`config.mk`:
```
export PLATFORM = sky130hd
export DESIGN_NAME = paridade_quadro
export DESIGN_NICKNAME = d
export VERILOG_FILES = /design/src/rtl/paridade_quadro.sv
export SDC_FILE = /design/constraint.sdc
export NUM_CORES = 1
export LEC_CHECK = 0
export CORE_ASPECT_RATIO = 1.25
export CORE_MARGIN = 8
export CORE_UTILIZATION = 48
export DETAILED_ROUTE_END_ITERATION = 16
export PLACE_DENSITY = 0.78
export SLEW_MARGIN = 20
export SYNTH_ARGS = -nofsm -noshare
export SYNTH_HDL_FRONTEND = slang
export SYNTH_SLANG_ARGS = --single-unit
```
`constraint.sdc`:
```
create_clock -name clk -period 2.15 [get_ports clk]
set_input_delay 0.215 -clock clk [delete_from_list [all_inputs] [get_ports clk]]
set_output_delay 0.215 -clock clk [all_outputs]
set_load 0.02 [all_outputs]
```
`src/rtl/paridade_quadro.sv`:
```
// paridade_quadro: streaming frame parity generator/checker.
// Accumulates XOR parity over a multi-word frame (valid/ready in) and returns
// one registered result per frame (valid/ready out). Mode is latched on the
// first beat of each frame; the received parity bit is sampled with the last beat.
// Optional build macro PER_WORD_PAR_EN adds a one-cycle per-word parity
// strobe (word_par / word_par_valid), matching the legacy single-word generator.
module paridade_quadro #(
  parameter int unsigned WIDTH     = 8,
  parameter int unsigned MAX_WORDS = 16,
  parameter int unsigned ODD       = 1,
  localparam int unsigned CW       = $clog2(MAX_WORDS + 1)
) (
  input  logic             clk,
  input  logic             rst_n,
  input  logic             in_valid,
  output logic             in_ready,
  input  logic [WIDTH-1:0] in_data,
  input  logic             in_last,
  input  logic             mode,
  input  logic             in_par,
  output logic             out_valid,
  input  logic             out_ready,
  output logic             out_par,
  output logic             out_err,
  output logic             out_ovf,
  output logic [CW-1:0]    out_count
`ifdef PER_WORD_PAR_EN
  ,
  output logic             word_par,
  output logic             word_par_valid
`endif
);

  localparam logic ODD_B = (ODD != 0);

  typedef enum logic [1:0] {
    IDLE   = 2'd0,
    ACCUM  = 2'd1,
    RESULT = 2'd2
  } state_e;

  state_e          state_q,     state_d;
  logic            mode_q,      mode_d;
  logic            acc_q,       acc_d;
  logic [CW-1:0]   count_q,     count_d;
  logic            ovf_q,       ovf_d;
  logic            in_ready_q,  in_ready_d;
  logic            out_valid_q, out_valid_d;
  logic            out_par_q,   out_par_d;
  logic            out_err_q,   out_err_d;
  logic            out_ovf_q,   out_ovf_d;
  logic [CW-1:0]   out_count_q, out_count_d;

  logic            beat;
  logic            word_p;
  logic            sat;
  logic            f_mode;
  logic            f_acc;
  logic [CW-1:0]   f_count;
  logic            f_ovf;

  // Running frame values including the current beat, then next-state decode.
  always_comb begin
    state_d     = state_q;
    mode_d      = mode_q;
    acc_d       = acc_q;
    count_d     = count_q;
    ovf_d       = ovf_q;
    in_ready_d  = in_ready_q;
    out_valid_d = out_valid_q;
    out_par_d   = out_par_q;
    out_err_d   = out_err_q;
    out_ovf_d   = out_ovf_q;
    out_count_d = out_count_q;

    beat    = in_valid && in_ready_q;
    word_p  = ^in_data;
    sat     = (state_q == ACCUM) && (count_q == CW'(MAX_WORDS));
    f_mode  = (state_q == IDLE) ? mode : mode_q;
    f_acc   = ((state_q == IDLE) ? 1'b0 : acc_q) ^ word_p;
    f_count = (state_q == IDLE) ? CW'(1) : (sat ? count_q : count_q + CW'(1));
    f_ovf   = (state_q == IDLE) ? 1'b0 : (ovf_q | sat);

    case (state_q)
      IDLE, ACCUM: begin
        if (beat) begin
          mode_d  = f_mode;
          acc_d   = f_acc;
          count_d = f_count;
          ovf_d   = f_ovf;
          if (in_last) begin
            state_d     = RESULT;
            in_ready_d  = 1'b0;
            out_valid_d = 1'b1;
            out_par_d   = f_acc ^ ODD_B;
            out_err_d   = f_mode && ((f_acc ^ in_par) != ODD_B);
            out_ovf_d   = f_ovf;
            out_count_d = f_count;
          end else begin
            state_d = ACCUM;
          end
        end
      end
      RESULT: begin
        if (out_ready) begin
          state_d     = IDLE;
          in_ready_d  = 1'b1;
          out_valid_d = 1'b0;
          out_par_d   = 1'b0;
          out_err_d   = 1'b0;
          out_ovf_d   = 1'b0;
          out_count_d = '0;
          mode_d      = 1'b0;
          acc_d       = 1'b0;
          count_d     = '0;
          ovf_d       = 1'b0;
        end
      end
      default: begin
        state_d    = IDLE;
        in_ready_d = 1'b1;
      end
    endcase
  end

  // State and output registers with synchronous active-low reset.
  always_ff @(posedge clk) begin
    if (!rst_n) begin
      state_q     <= IDLE;
      mode_q      <= 1'b0;
      acc_q       <= 1'b0;
      count_q     <= '0;
      ovf_q       <= 1'b0;
      in_ready_q  <= 1'b1;
      out_valid_q <= 1'b0;
      out_par_q   <= 1'b0;
      out_err_q   <= 1'b0;
      out_ovf_q   <= 1'b0;
      out_count_q <= '0;
    end else begin
      state_q     <= state_d;
      mode_q      <= mode_d;
      acc_q       <= acc_d;
      count_q     <= count_d;
      ovf_q       <= ovf_d;
      in_ready_q  <= in_ready_d;
      out_valid_q <= out_valid_d;
      out_par_q   <= out_par_d;
      out_err_q   <= out_err_d;
      out_ovf_q   <= out_ovf_d;
      out_count_q <= out_count_d;
    end
  end

  assign in_ready  = in_ready_q;
  assign out_valid = out_valid_q;
  assign out_par   = out_par_q;
  assign out_err   = out_err_q;
  assign out_ovf   = out_ovf_q;
  assign out_count = out_count_q;

`ifdef PER_WORD_PAR_EN
  logic word_par_q,       word_par_d;
  logic word_par_valid_q, word_par_valid_d;

  // Per-word parity strobe, one cycle after each accepted beat.
  always_comb begin
    word_par_valid_d = beat;
    word_par_d       = beat ? (word_p ^ ODD_B) : 1'b0;
  end

  // Per-word strobe registers.
  always_ff @(posedge clk) begin
    if (!rst_n) begin
      word_par_q       <= 1'b0;
      word_par_valid_q <= 1'b0;
    end else begin
      word_par_q       <= word_par_d;
      word_par_valid_q <= word_par_valid_d;
    end
  end

  assign word_par       = word_par_q;
  assign word_par_valid = word_par_valid_q;
`endif

endmodule
```
==> results.py <==
metrics = {
    "clock_tree": {
        "clock-sinks": 20,
        "path_clk_slew_ns": 0.11,
        "clk_path_buf_depth": 2,
        "cts-root-buf": "clkbuf_4",
        "ctsResizeCount": 0,
        "cts_tree": "yes",
        "post-cts-setup-buffer-count": 0,
        "cts_inserted_buffers": 3,
        "worstSkewPairLatency_ns": 0.30,
        "cts_hold_buffers": 0,
        "htree_levels": 1,
    },
    "sta": {
        "fin_crit_ns": 1.82,
        "tightest_slew_ns": 0.473,
        "timing.fmax_ghz": 0.549,
        "finalHoldViolations": 0,
        "rsz0062_at_grt": "false",
        "finClkSkew_ns": 0.00113,
        "post-route-period-util_pct": 84.7,
        "final-max-slew-violation-count": 0,
        "setup_tns_ns": 0,
        "setup_viol": 0,
        "maxSlewHeadroom_pct": 68.5,
    },
    "yosys": {
        "avgSynthCellArea_um2": 8.88,
        "seq_area_frac_synth_pct": 38.6,
        "syn-instance-count": 117,
        "ys.flop_type": "dfxtp_1",
        "synth_edf_count": 0,
        "synth_largest_area_cell": "dfxtp_1",
        "syn-num-nets": 134,
        "yosys-top-cells-count": "dfxtp_1 (20), nand2_1 (18), a21boi_0 (7), nand3_1 (7), nor2_1 (7)",
        "yosysMostFrequentCell": "dfxtp_1",
        "ys_ff_latch": 20,
        "synth_area_um2": 1040,
        "async_flop_share_pct": 0,
        "synth_top_area_share_pct": 38.6,
        "ys.warnings.count": 0,
        "ys_types": 35,
        "synthTopCellsByArea": "dfxtp_1 (39%), nand2_1 (6.5%), a21boi_0 (5.1%)",
    },
    "global_route": {
        "grt_max_degree": 23,
        "grt.total_usage_pct": 13.1,
        "grt_pass1_wl_um": 4130,
        "antenna_found_initial": 0,
        "first_global_vias": 941,
        "overflow": 0,
    },
    "power_and_ir_drop": {
        "vdd_ir_drop_max_mv": 0.519,
        "p_leak_nw": 0.518,
        "pwr_density_cell_nw_per_um2": 617,
    },
    "drt": {
        "wl_per_cell_um": 14.5,
        "drtIter0Drc": 22,
        "vias": 879,
        "drc": 0,
        "drtPass1Iterations": 4,
        "avgViaCountPerCell": 5.39,
        "ant_nets": 0,
        "totalWireLength_um": 2370,
    },
    "final_layout": {
        "area_growth_pct": 28.0,
        "layoutNonFillerInstCount": 163,
        "fin_nets": 160,
        "layout-drive-gt1-share_pct": 7.75,
        "fin_area_um2": 1330,
        "n_antenna_cell": 0,
        "final_util_pct": 62.8,
    },
    "die": {
        "fp.dieArea_um2": 3920,
        "die_h_um": 68.0,
        "chipWidth_um": 57.6,
        "coreArea_um2": 2120,
        "ios": 25,
        "core.rowCount": 19,
        "initial_core_util_pct": 49.1,
    },
    "status": {
        "outcome": "finished clean",
    },
    "place": {
        "place_hpwl_um": 1810,
        "io_buffers": 24,
        "placed_area_um2": 1290,
        "dp.cells": 159,
        "place.gp.congestion": 0.882,
    },
    "worst_setup_path": {
        "crit_arrival_ns": 2.05,
        "critPathRequiredTime_ns": 2.38,
        "cp_max_fo": 4,
        "end_kind": "flip-flop",
        "critPathLaunchType": "flip-flop",
        "crit_type": "flip-flop to flip-flop",
    },
    "job": {
        "maxCapViolCount": 0,
    },
    "hold_path": {
        "hp-class": "flip-flop to flip-flop",
    },
}
## area by class of cell
cell class | instances | area, um2
multi-input combinational | 88 | 592
clock buffer | 4 | 36.3
sequential | 20 | 400
timing repair buffer | 27 | 263
inverter | 3 | 11.3
tap | 21 | 26.3
fill | 175 | 787
## metal layers
| layer | track usage, % | vias to the layer above | share of wire, % |
|---|---|---|---|
| met3 | 3.38 | 2 | 5.0 |
| met2 | 23.7 | 22 | 49 |
| met1 | 14.6 | 405 | 45 |
| met5 | 0 | - | 0 |
| li1 | - | 450 | - |
| met4 | 4.70 | 0 | 0.80 |
## registers in the layout, summed over array words and instances (netlist names)
register / cells
ovf_q: 1
state_q: 2
out_err: 1
out_valid: 1
in_ready: 1
out_par: 1
out_ovf: 1
mode_q: 1
acc_q: 1
out_count: 5
count_q: 5
## metrics by stage
stage	hold slack, ns	setup WS [ns]	total power [W]
floorplan	0.365	0.552	0.000541
global placement	0.444	0.277	0.000607
detailed placement	0.457	0.238	0.000612
CTS	0.473	0.331	0.000826
global route	0.492	0.244	0.000865
finish	0.468	0.328	0.000820
## placed cells by master (no fill, tap or decap), types with 3 or more instances in the layout
cell type	Yosys	final
xnor2_1	4	4
clkdlybuf4s50_1	0	24
dfxtp_1	20	20
buf_4	1	3
nor2b_1	5	5
nand2_1	18	18
xor2_1	4	4
and2_1	3	3
clkbuf_4	0	3
o21ai_0	5	5
inv_1	3	3
a21boi_0	7	7
nand3_1	7	7
mux2i_1	4	4
nor2_1	7	7
## path summary, 6_finish.rpt
| check | startpoint | to | slack (ns) | cells after the start |
|---|---|---|---|---|
| min | out_count[1] | out_count[1] | 0.47 | 2 |
| max reg2reg | count_q[0] | out_count[2] | 0.33 | 7 |
| max | count_q[0] | out_count[2] | 0.33 | 7 |
| min reg2reg | out_count[1] | out_count[1] | 0.47 | 2 |
## critical path, cell delays in order (launching register included)
cell      delay (ns)
dfxtp_1         0.41
inv_1           0.10
ha_1            0.21
nor4bb_2        0.17
or3b_2          0.45
a21oi_1         0.19
nand2_1         0.07
a21boi_0        0.16
## report_power, final
part | switching [W] | leakage, nW | total [W] | internal, W
clock network | 0.000113 | 0.0210 | 0.000216 | 0.000103
registers | 0.0000153 | 0.163 | 0.000405 | 0.000390
logic | 0.0000950 | 0.334 | 0.000199 | 0.000104
## cell families after synthesis
logic type	synth area share (%)
muxes	3.86
xor gates and xnor gates	10.5
AOI/OAI and AO/OA	15.3
buffers and inverters	4.46
DFF	38.6
and+or+nand+nor	24.9
adders and majority gates	2.41
No activity file was read; power rests on OpenSTA's default activity.
